`src/rtl/vswap_pkg.sv`:
```
// Shared constants and the queue entry layout for the vector-swap issue path.
package vswap_pkg;

  localparam int ELEMENT_SIZE = 8;
  localparam int VECTOR_SIZE  = 8;
  localparam int DIR_W        = 3;

  typedef struct packed {
    logic [ELEMENT_SIZE*VECTOR_SIZE-1:0] vec;
    logic [DIR_W-1:0]                    dir1;
    logic [DIR_W-1:0]                    dir2;
  } vswap_entry_t;

endpackage

```
`src/rtl/vswap_fifo.sv`:
```
// Entry storage for the issue queue: power-of-two ring buffer with
// wrapping read/write pointers and an occupancy count.
module vswap_fifo
  import vswap_pkg::*;
#(
  parameter int WIDTH = 70,
  parameter int DEPTH = 4
) (
  input  logic                     clk,
  input  logic                     rst_n,
  input  logic                     push_i,
  input  logic                     pop_i,
  input  logic [WIDTH-1:0]         wdata_i,
  output logic [WIDTH-1:0]         rdata_o,
  output logic                     full_o,
  output logic                     empty_o,
  output logic [$clog2(DEPTH):0]   count_o
);

  localparam int PW = $clog2(DEPTH);

  logic [WIDTH-1:0] mem_q [DEPTH];
  logic [PW-1:0]    wptr_q, wptr_d;
  logic [PW-1:0]    rptr_q, rptr_d;
  logic [PW:0]      count_q, count_d;

  // Next-state for pointers and count; pointers wrap because DEPTH is a power of two.
  always_comb begin
    wptr_d  = wptr_q;
    rptr_d  = rptr_q;
    count_d = count_q;
    if (push_i) begin
      wptr_d = wptr_q + PW'(1);
    end else begin
      wptr_d = wptr_q;
    end
    if (pop_i) begin
      rptr_d = rptr_q + PW'(1);
    end else begin
      rptr_d = rptr_q;
    end
    case ({push_i, pop_i})
      2'b10:   count_d = count_q + (PW+1)'(1);
      2'b01:   count_d = count_q - (PW+1)'(1);
      default: count_d = count_q;
    endcase
  end

  // Pointer and count registers.
  always_ff @(posedge clk or negedge rst_n) begin
    if (!rst_n) begin
      wptr_q  <= '0;
      rptr_q  <= '0;
      count_q <= '0;
    end else begin
      wptr_q  <= wptr_d;
      rptr_q  <= rptr_d;
      count_q <= count_d;
    end
  end

  // Storage array; contents are don't-care until written.
  always_ff @(posedge clk) begin
    if (push_i) begin
      mem_q[wptr_q] <= wdata_i;
    end
  end

  assign rdata_o = mem_q[rptr_q];
  assign full_o  = (count_q == (PW+1)'(DEPTH));
  assign empty_o = (count_q == '0);
  assign count_o = count_q;

endmodule

```
`src/rtl/vswap_issue_queue.sv`:
```
// Issue queue in front of the vector swapper: buffers operations and loads
// the swapper's operand registers. Optional issue counter: VSWAP_ISSUE_STATS_EN.
module vswap_issue_queue #(
  parameter int ELEMENT_SIZE = vswap_pkg::ELEMENT_SIZE,
  parameter int VECTOR_SIZE  = vswap_pkg::VECTOR_SIZE,
  parameter int DEPTH        = 4
) (
  input  logic                                clk,
  input  logic                                rst_n,
  input  logic                                in_valid,
  output logic                                in_ready,
  input  logic [ELEMENT_SIZE*VECTOR_SIZE-1:0] in_vec,
  input  logic [vswap_pkg::DIR_W-1:0]         in_dir1,
  input  logic [vswap_pkg::DIR_W-1:0]         in_dir2,
  input  logic                                out_stall,
  output logic [ELEMENT_SIZE*VECTOR_SIZE-1:0] out_vec,
  output logic [vswap_pkg::DIR_W-1:0]         out_dir1,
  output logic [vswap_pkg::DIR_W-1:0]         out_dir2,
  output logic                                out_issue,
  output logic                                res_valid,
`ifdef VSWAP_ISSUE_STATS_EN
  output logic [15:0]                         issue_cnt,
`endif
  output logic [$clog2(DEPTH):0]              occupancy
);

  import vswap_pkg::*;

  localparam int VW = ELEMENT_SIZE*VECTOR_SIZE;
  localparam int EW = VW + 2*DIR_W;

  logic          push_s, pop_s, full_s, empty_s;
  logic [EW-1:0] head_s;

  logic [VW-1:0]    out_vec_q, out_vec_d;
  logic [DIR_W-1:0] out_dir1_q, out_dir1_d;
  logic [DIR_W-1:0] out_dir2_q, out_dir2_d;
  logic             out_issue_q, res_valid_q;

  vswap_fifo #(.WIDTH(EW), .DEPTH(DEPTH)) u_fifo (
    .clk     (clk),
    .rst_n   (rst_n),
    .push_i  (push_s),
    .pop_i   (pop_s),
    .wdata_i ({in_vec, in_dir1, in_dir2}),
    .rdata_o (head_s),
    .full_o  (full_s),
    .empty_o (empty_s),
    .count_o (occupancy)
  );

  assign in_ready = ~full_s;
  assign push_s   = in_valid & ~full_s;
  assign pop_s    = ~empty_s & ~out_stall;

  // Operands hold between issues: the swapper re-samples them every falling edge.
  always_comb begin
    out_vec_d  = out_vec_q;
    out_dir1_d = out_dir1_q;
    out_dir2_d = out_dir2_q;
    if (pop_s) begin
      {out_vec_d, out_dir1_d, out_dir2_d} = head_s;
    end else begin
      out_vec_d  = out_vec_q;
      out_dir1_d = out_dir1_q;
      out_dir2_d = out_dir2_q;
    end
  end

  // Issue registers and the one-cycle-delayed result strobe.
  always_ff @(posedge clk or negedge rst_n) begin
    if (!rst_n) begin
      out_vec_q   <= '0;
      out_dir1_q  <= '0;
      out_dir2_q  <= '0;
      out_issue_q <= 1'b0;
      res_valid_q <= 1'b0;
    end else begin
      out_vec_q   <= out_vec_d;
      out_dir1_q  <= out_dir1_d;
      out_dir2_q  <= out_dir2_d;
      out_issue_q <= pop_s;
      res_valid_q <= out_issue_q;
    end
  end

  assign out_vec   = out_vec_q;
  assign out_dir1  = out_dir1_q;
  assign out_dir2  = out_dir2_q;
  assign out_issue = out_issue_q;
  assign res_valid = res_valid_q;

`ifdef VSWAP_ISSUE_STATS_EN
  logic [15:0] issue_cnt_q, issue_cnt_d;

  // Saturating count of issue pulses.
  always_comb begin
    issue_cnt_d = issue_cnt_q;
    if (out_issue_q && (issue_cnt_q != 16'hFFFF)) begin
      issue_cnt_d = issue_cnt_q + 16'd1;
    end else begin
      issue_cnt_d = issue_cnt_q;
    end
  end

  // Statistics register.
  always_ff @(posedge clk or negedge rst_n) begin
    if (!rst_n) begin
      issue_cnt_q <= 16'h0000;
    end else begin
      issue_cnt_q <= issue_cnt_d;
    end
  end

  assign issue_cnt = issue_cnt_q;
`endif

endmodule

```
`config.mk`:
```
export PLATFORM = sky130hd
export DESIGN_NAME = vswap_issue_queue
export DESIGN_NICKNAME = d
export VERILOG_FILES = /design/src/rtl/vswap_pkg.sv /design/src/rtl/vswap_fifo.sv /design/src/rtl/vswap_issue_queue.sv
export SDC_FILE = /design/constraint.sdc
export NUM_CORES = 1
export LEC_CHECK = 0
export ABC_AREA = 1
export ABC_CLOCK_PERIOD_IN_PS = 3850
export BUFFER_PORTS_ARGS = -buffer_cell sky130_fd_sc_hd__buf_2
export CAP_MARGIN = 15
export CORE_ASPECT_RATIO = 1.1
export CORE_MARGIN = 5
export CORE_UTILIZATION = 58
export DETAILED_ROUTE_END_ITERATION = 8
export GPL_ROUTABILITY_DRIVEN = 0
export HOLD_SLACK_MARGIN = 0.06
export PLACE_DENSITY = 0.84
export SLEW_MARGIN = 0
export SYNTH_ARGS = -nofsm -noshare
export SYNTH_HDL_FRONTEND = slang
export SYNTH_HIERARCHICAL = 1
export SYNTH_SLANG_ARGS = --single-unit
```
`constraint.sdc`:
```
create_clock -name clk -period 3.85 [get_ports clk]
set_input_delay 0.385 -clock clk [delete_from_list [all_inputs] [get_ports clk]]
set_output_delay 0.385 -clock clk [all_outputs]
set_load 0.05 [all_outputs]
```
# Word-level counts from Yosys, hierarchy flattened

Memory sizes are Yosys's and may differ from the RTL's. A register that Yosys moved wholly into a read port is not among the register bits.
Cells that the tools add are included.

$add $sub $neg: 4
Equality and inequality tests: 3
Muxes and demuxes: 3
Bitwise gates (word level): 5
Reductions and logical operators: 3

Operator list:

| operator                                                               | number |
|---|---|
| 3-bit case mux with 2 select lines                                     | 1 |
| 2-bit by 1-bit adder with 2-bit output (second input constant)         | 2 |
| 3-bit by 1-bit adder with 3-bit output (second input constant)         | 1 |
| 3-bit equality test (second input constant)                            | 1 |
| 3-bit zero test                                                        | 1 |
| 1-bit NOT                                                              | 3 |
| 3-bit by 1-bit subtractor with 3-bit output (second input constant)    | 1 |
| 1-bit bitwise AND                                                      | 2 |
| 2-bit by 1-bit equality test with 1-bit output (second input constant) | 1 |
| 2-bit equality test (second input constant)                            | 1 |
| 1-bit two-way mux                                                      | 2 |
| 2-bit nonzero test                                                     | 1 |
| 1-bit zero test                                                        | 1 |

Flip-flop bits (word level): 9
Memory bits (writable): 280
Input port bits: 74
Output and inout bits: 76
Word-level logic and storage cells: 24
Memories: 1

Memories:

| memory       | depth | bits a word | read ports | clocked after memory_dff | write ports | RTL line         | RTL |
|---|---|---|---|---|---|---|---|
| u_fifo.mem_q | 4     | 70          | 1          | 1                        | 1           | vswap_fifo.sv:22 | `logic [WIDTH-1:0] mem_q [DEPTH];` |

# Longest topological paths before layout

Depth after elaboration: 5
Depth in mapped cells: 13
Mapped depth without buffers: 12

# Cells and area by module

Netlist, hierarchy kept.

Modules (own cells, without submodules):

| module            | times used | cells each | area an instance (um^2) | sequential area each (um^2) |
|---|---|---|---|---|
| vswap_fifo        | 1          | 865        | 11483.5                 | 8583.2 |
| vswap_issue_queue | 1          | 309        | 2811.4                  | 1801.7 |

# Worst setup path after synthesis

No wires, ideal clock.

Path type: reg-to-reg
Start point: reg u_fifo.count_q[0] (netlist: u_fifo/count_o[0])
End point: mem u_fifo.mem_q[0][0], enable pin
Setup time: 424 ps
Arrival time: 2607 ps
Required time: 3426 ps
Setup slack: 819 ps
Cell stages (with the launch flop): 6
Buffers on the path: 1
Clock period less this slack: 3031 ps
Cells stage by stage: dfrtp_1 -> nor3_1 -> nor2_1 -> clkbuf_1 -> nand2_1 -> inv_1

Cells in the longest elaborated chain, start to end: 5

Ends and longest elaborated chain:

| what                                    | RTL line                | RTL |
|---|---|---|
| start: declaration                      | vswap_fifo.sv:25        | `logic [PW:0] count_q, count_d;` |
| start signal: assignment                | vswap_fifo.sv:58        | `count_q <= count_d;` |
| 3-bit equality test                     | vswap_fifo.sv:70        | `assign full_o = (count_q == (PW+1)'(DEPTH));` |
| named net full_s                        | vswap_issue_queue.sv:32 | `logic push_s, pop_s, full_s, empty_s;` |
| 1-bit NOT                               | vswap_issue_queue.sv:53 | `assign push_s = in_valid & ~full_s;` |
| 1-bit bitwise AND                       | vswap_issue_queue.sv:53 |  |
| named net push_s                        | vswap_issue_queue.sv:32 |  |
| 1-bit two-way mux                       | vswap_fifo.sv:64        | `if (push_i) begin` |
| 1-bit two-way mux (not written as such) | vswap_fifo.sv:65        | `mem_q[wptr_q] <= wdata_i;` |
| end: declaration                        | vswap_fifo.sv:22        |  |

The timed path passes the listed nets, and every way through them passes these cells.

# Worst setup path in the final report

Start point: reg u_fifo.count_q[2] (netlist: u_fifo/count_o[2])
End point: mem u_fifo.mem_q[3][28], enable pin

Same word-level chain as after synthesis.

==> impl_metrics.py <==
metrics = {
    "die": {
        "rows": 60,
        "die_area_sq_um": 27900,
        "die_x_um": 160,
        "io_pins": 150,
        "core-area_sq_um": 24400,
        "die_h_um": 175,
        "start_util_pct": 58.6,
    },
    "yosys": {
        "yosysUniqueCellTypes": 20,
        "synth_top_area_share_pct": 58.8,
        "ys_ff_latch": 359,
        "synth_area_sq_um": 14300,
        "yosys_warnings": 6,
        "ys_seq_area_share_pct": 72.6,
        "synth_top_area_cell": "edfxtp_1",
        "synth_area_leaders": "edfxtp_1, dfrtp_1, nand2_1",
        "synth_cells": 1174,
        "synth_nets": 1254,
        "avgSynthCellArea_sq_um": 12.2,
    },
    "clocking": {
        "cts_resized": 0,
        "numCtsBuffers": 35,
        "cts_tree": "done",
        "clkSinkCount": 359,
        "cts_root_buf": "clkbuf_16",
        "cts_buffer_depth": 3,
        "clkTransAtPathRegs_ns": 0.06,
        "clock_latency_ns": 0.51,
        "cts.htree.levels": 2,
    },
    "power": {
        "power.density_nw_per_um2": 862,
        "p_leak_nw": 7.00,
        "peakVddDrop_uv": 508,
    },
    "sta": {
        "max_freq_mhz": 413,
        "slew_violations": 0,
        "relSlewSlack_pct": 41.7,
        "rsz0062_at_grt": "no",
        "hold_viol_final": 0,
        "worstMarginPinSlew_ns": 0.874,
        "fin_ws_ns": 1.43,
        "fin_crit_sh_pct": 62.9,
        "layout_min_cycle_time_ns": 2.42,
        "setup_viol": 0,
        "tns_ns": 0,
        "skew_ns": 0.0183,
    },
    "critical_path": {
        "required_ns": 4.02,
        "start_kind": "register",
        "max_stage_delay_ns": 0.50,
        "cp-end-kind": "register",
        "crit_chain": "inv_1 -> nor3_1 -> nor2_1 -> nand2_1 -> clkinv_2 -> buf_4",
        "cp_num_buf_inv": 3,
        "crit_path_max_fanout": 28,
        "cpLargestDelayFamily": "buffers and inverters",
        "slowest_stage": "nor2_1",
        "crit_arrival_ns": 2.59,
        "critical_path_class": "register to register",
    },
    "run": {
        "cap_violations": 0,
    },
    "route": {
        "drtAntennaViolNets": 0,
        "drtIter0Drc": 756,
        "avgRoutedWirePerCell_um": 18.6,
        "vias_per_cell": 5.50,
        "drtPass1Iterations": 5,
        "vias": 9081,
        "wl_um": 30700,
        "drc": 0,
    },
    "global_route": {
        "grt_pass1_wl_um": 48600,
        "antenna_found_initial": 5,
        "grt_max_degree": 110,
        "grt_util_all_layers_pct": 21.8,
        "grt_pass1_vias": 9271,
        "overflow": 0,
    },
    "layout": {
        "nNetsFinal": 1389,
        "fillCellCount": 1616,
        "regArea_sq_um": 10400,
        "instances_no_fill": 1650,
        "syn_to_final_growth_pct": 14.7,
        "drive_gt1_share_pct": 17.2,
        "fin_util_pct": 67.2,
        "multi_input_area_sq_um": 2930,
    },
    "placed_design": {
        "dpl.cell_count": 1581,
        "dp_slack_ns": 1.47,
        "dpl.hpwl_um": 18300,
        "portBuffers": 149,
    },
    "hold_path": {
        "worstHoldPathType": "primary input to register",
    },
    "run_status": {
        "status": "complete, no violations",
    },
}
## final timing paths
path | slack (ns) | depth (start not counted) | to | startpoint
setup / recovery | 1.43 | 6 | u_fifo/mem_q[3][28] | u_fifo/count_o[2]
hold / removal | 0.08 | 1 | u_fifo/mem_q[3][57] | in_vec[51]
setup reg to reg | 1.43 | 6 | u_fifo/mem_q[3][28] | u_fifo/count_o[2]
hold reg to reg | 0.39 | 0 | res_valid | out_issue
max in group asynchronous | 2.46 | 3 | out_vec[34] | rst_n
min in group asynchronous | 0.50 | 2 | out_vec[59] | rst_n
## metrics by stage
stage	area, sq um	power, W	hold slack (ns)
final	16400	0.0141	0.0849
after global placement	15200	0.0105	0.355
after global routing	16400	0.0149	0.0675
after CTS	16400	0.0142	0.0623
after floorplan	14300	0.00954	0.0894
after detailed placement	15200	0.0107	0.365
## routing by layer
metal  track usage (%)  part of all wire [%]  routed length [um]
met5                 0                 0.042                  13
met4              7.31                   2.6                 796
met1              27.2                    39               12000
met2              38.8                    52               16100
met3              3.87                   6.0                1850
## flip-flops by register name (all words and copies together) (netlist names), 2 cells and up
register and cells:
u_fifo/rptr_q 2, out_dir1 3, u_fifo/wptr_q 2, u_fifo/count_o 3, out_vec 64, out_dir2 3, u_fifo/mem_q 280
## cells in the final DEF (no fill, tap or decap), drive strengths merged, types with 2 or more instances in the layout
cell type,instances
nor2,2
o21ai,72
buf,167
nor3,2
bufinv,3
edfxtp,280
clkbuf,47
xor2,3
o211ai,140
ha,5
clkinv,14
dfrtp,79
clkinvlp,2
inv,154
diode,4
nand2,361
## power by group
part	total, W	leakage [nW]	switching [W]	internal (W)
clock network	0.00342	0.571	0.00139	0.00203
logic	0.00501	2.90	0.00378	0.00123
registers	0.00570	3.53	0.000450	0.00525
total	0.0141	7.00	0.00562	0.00851
## cell type report
type                            instances  area share (%)
Sequential cell                       359            63.4
Clock inverter                         17            1.09
Multi-Input combinational cell        589            17.9
Tap cell                              310            2.37
Timing Repair Buffer                  168            5.53
Clock buffer                           47            6.05
Inverter                              156            3.60
Antenna cell                            4          0.0611
## kinds of logic (layout without fill, tap and decap cells)
family / count (synthesis) / in the layout / share of synthesized area [%]
adder cells (fa/ha/maj): 6 / 6 / 0.578
buffers and inverters: 226 / 388 / 6.86
AND/OR/NAND/NOR: 367 / 367 / 9.79
other: 0 / 4 / 0
flip-flops: 359 / 359 / 72.6
AO/OA/AOI/OAI: 212 / 212 / 9.87
XOR/XNOR: 4 / 4 / 0.245
## synthesized netlist by cell type
library cell  count
buf_2            40
buf_4             8
buf_6             7
clkbuf_1         15
dfrtp_1          79
edfxtp_1        280
fa_1              1
ha_1              5
inv_1           155
inv_2             1
nand2_1         361
nand3_1           1
nand4_1           1
nor2_1            1
nor2_8            1
nor3_1            2
o211ai_1        140
o21ai_0          72
xnor2_1           1
xor2_1            3
## repair_timing
item / CTS / global route
setup buffers: 0 / 0
endpoints found under the hold margin: 51 / 0
hold buffers: 1 / 0
Power figures use the tool's default switching activity.
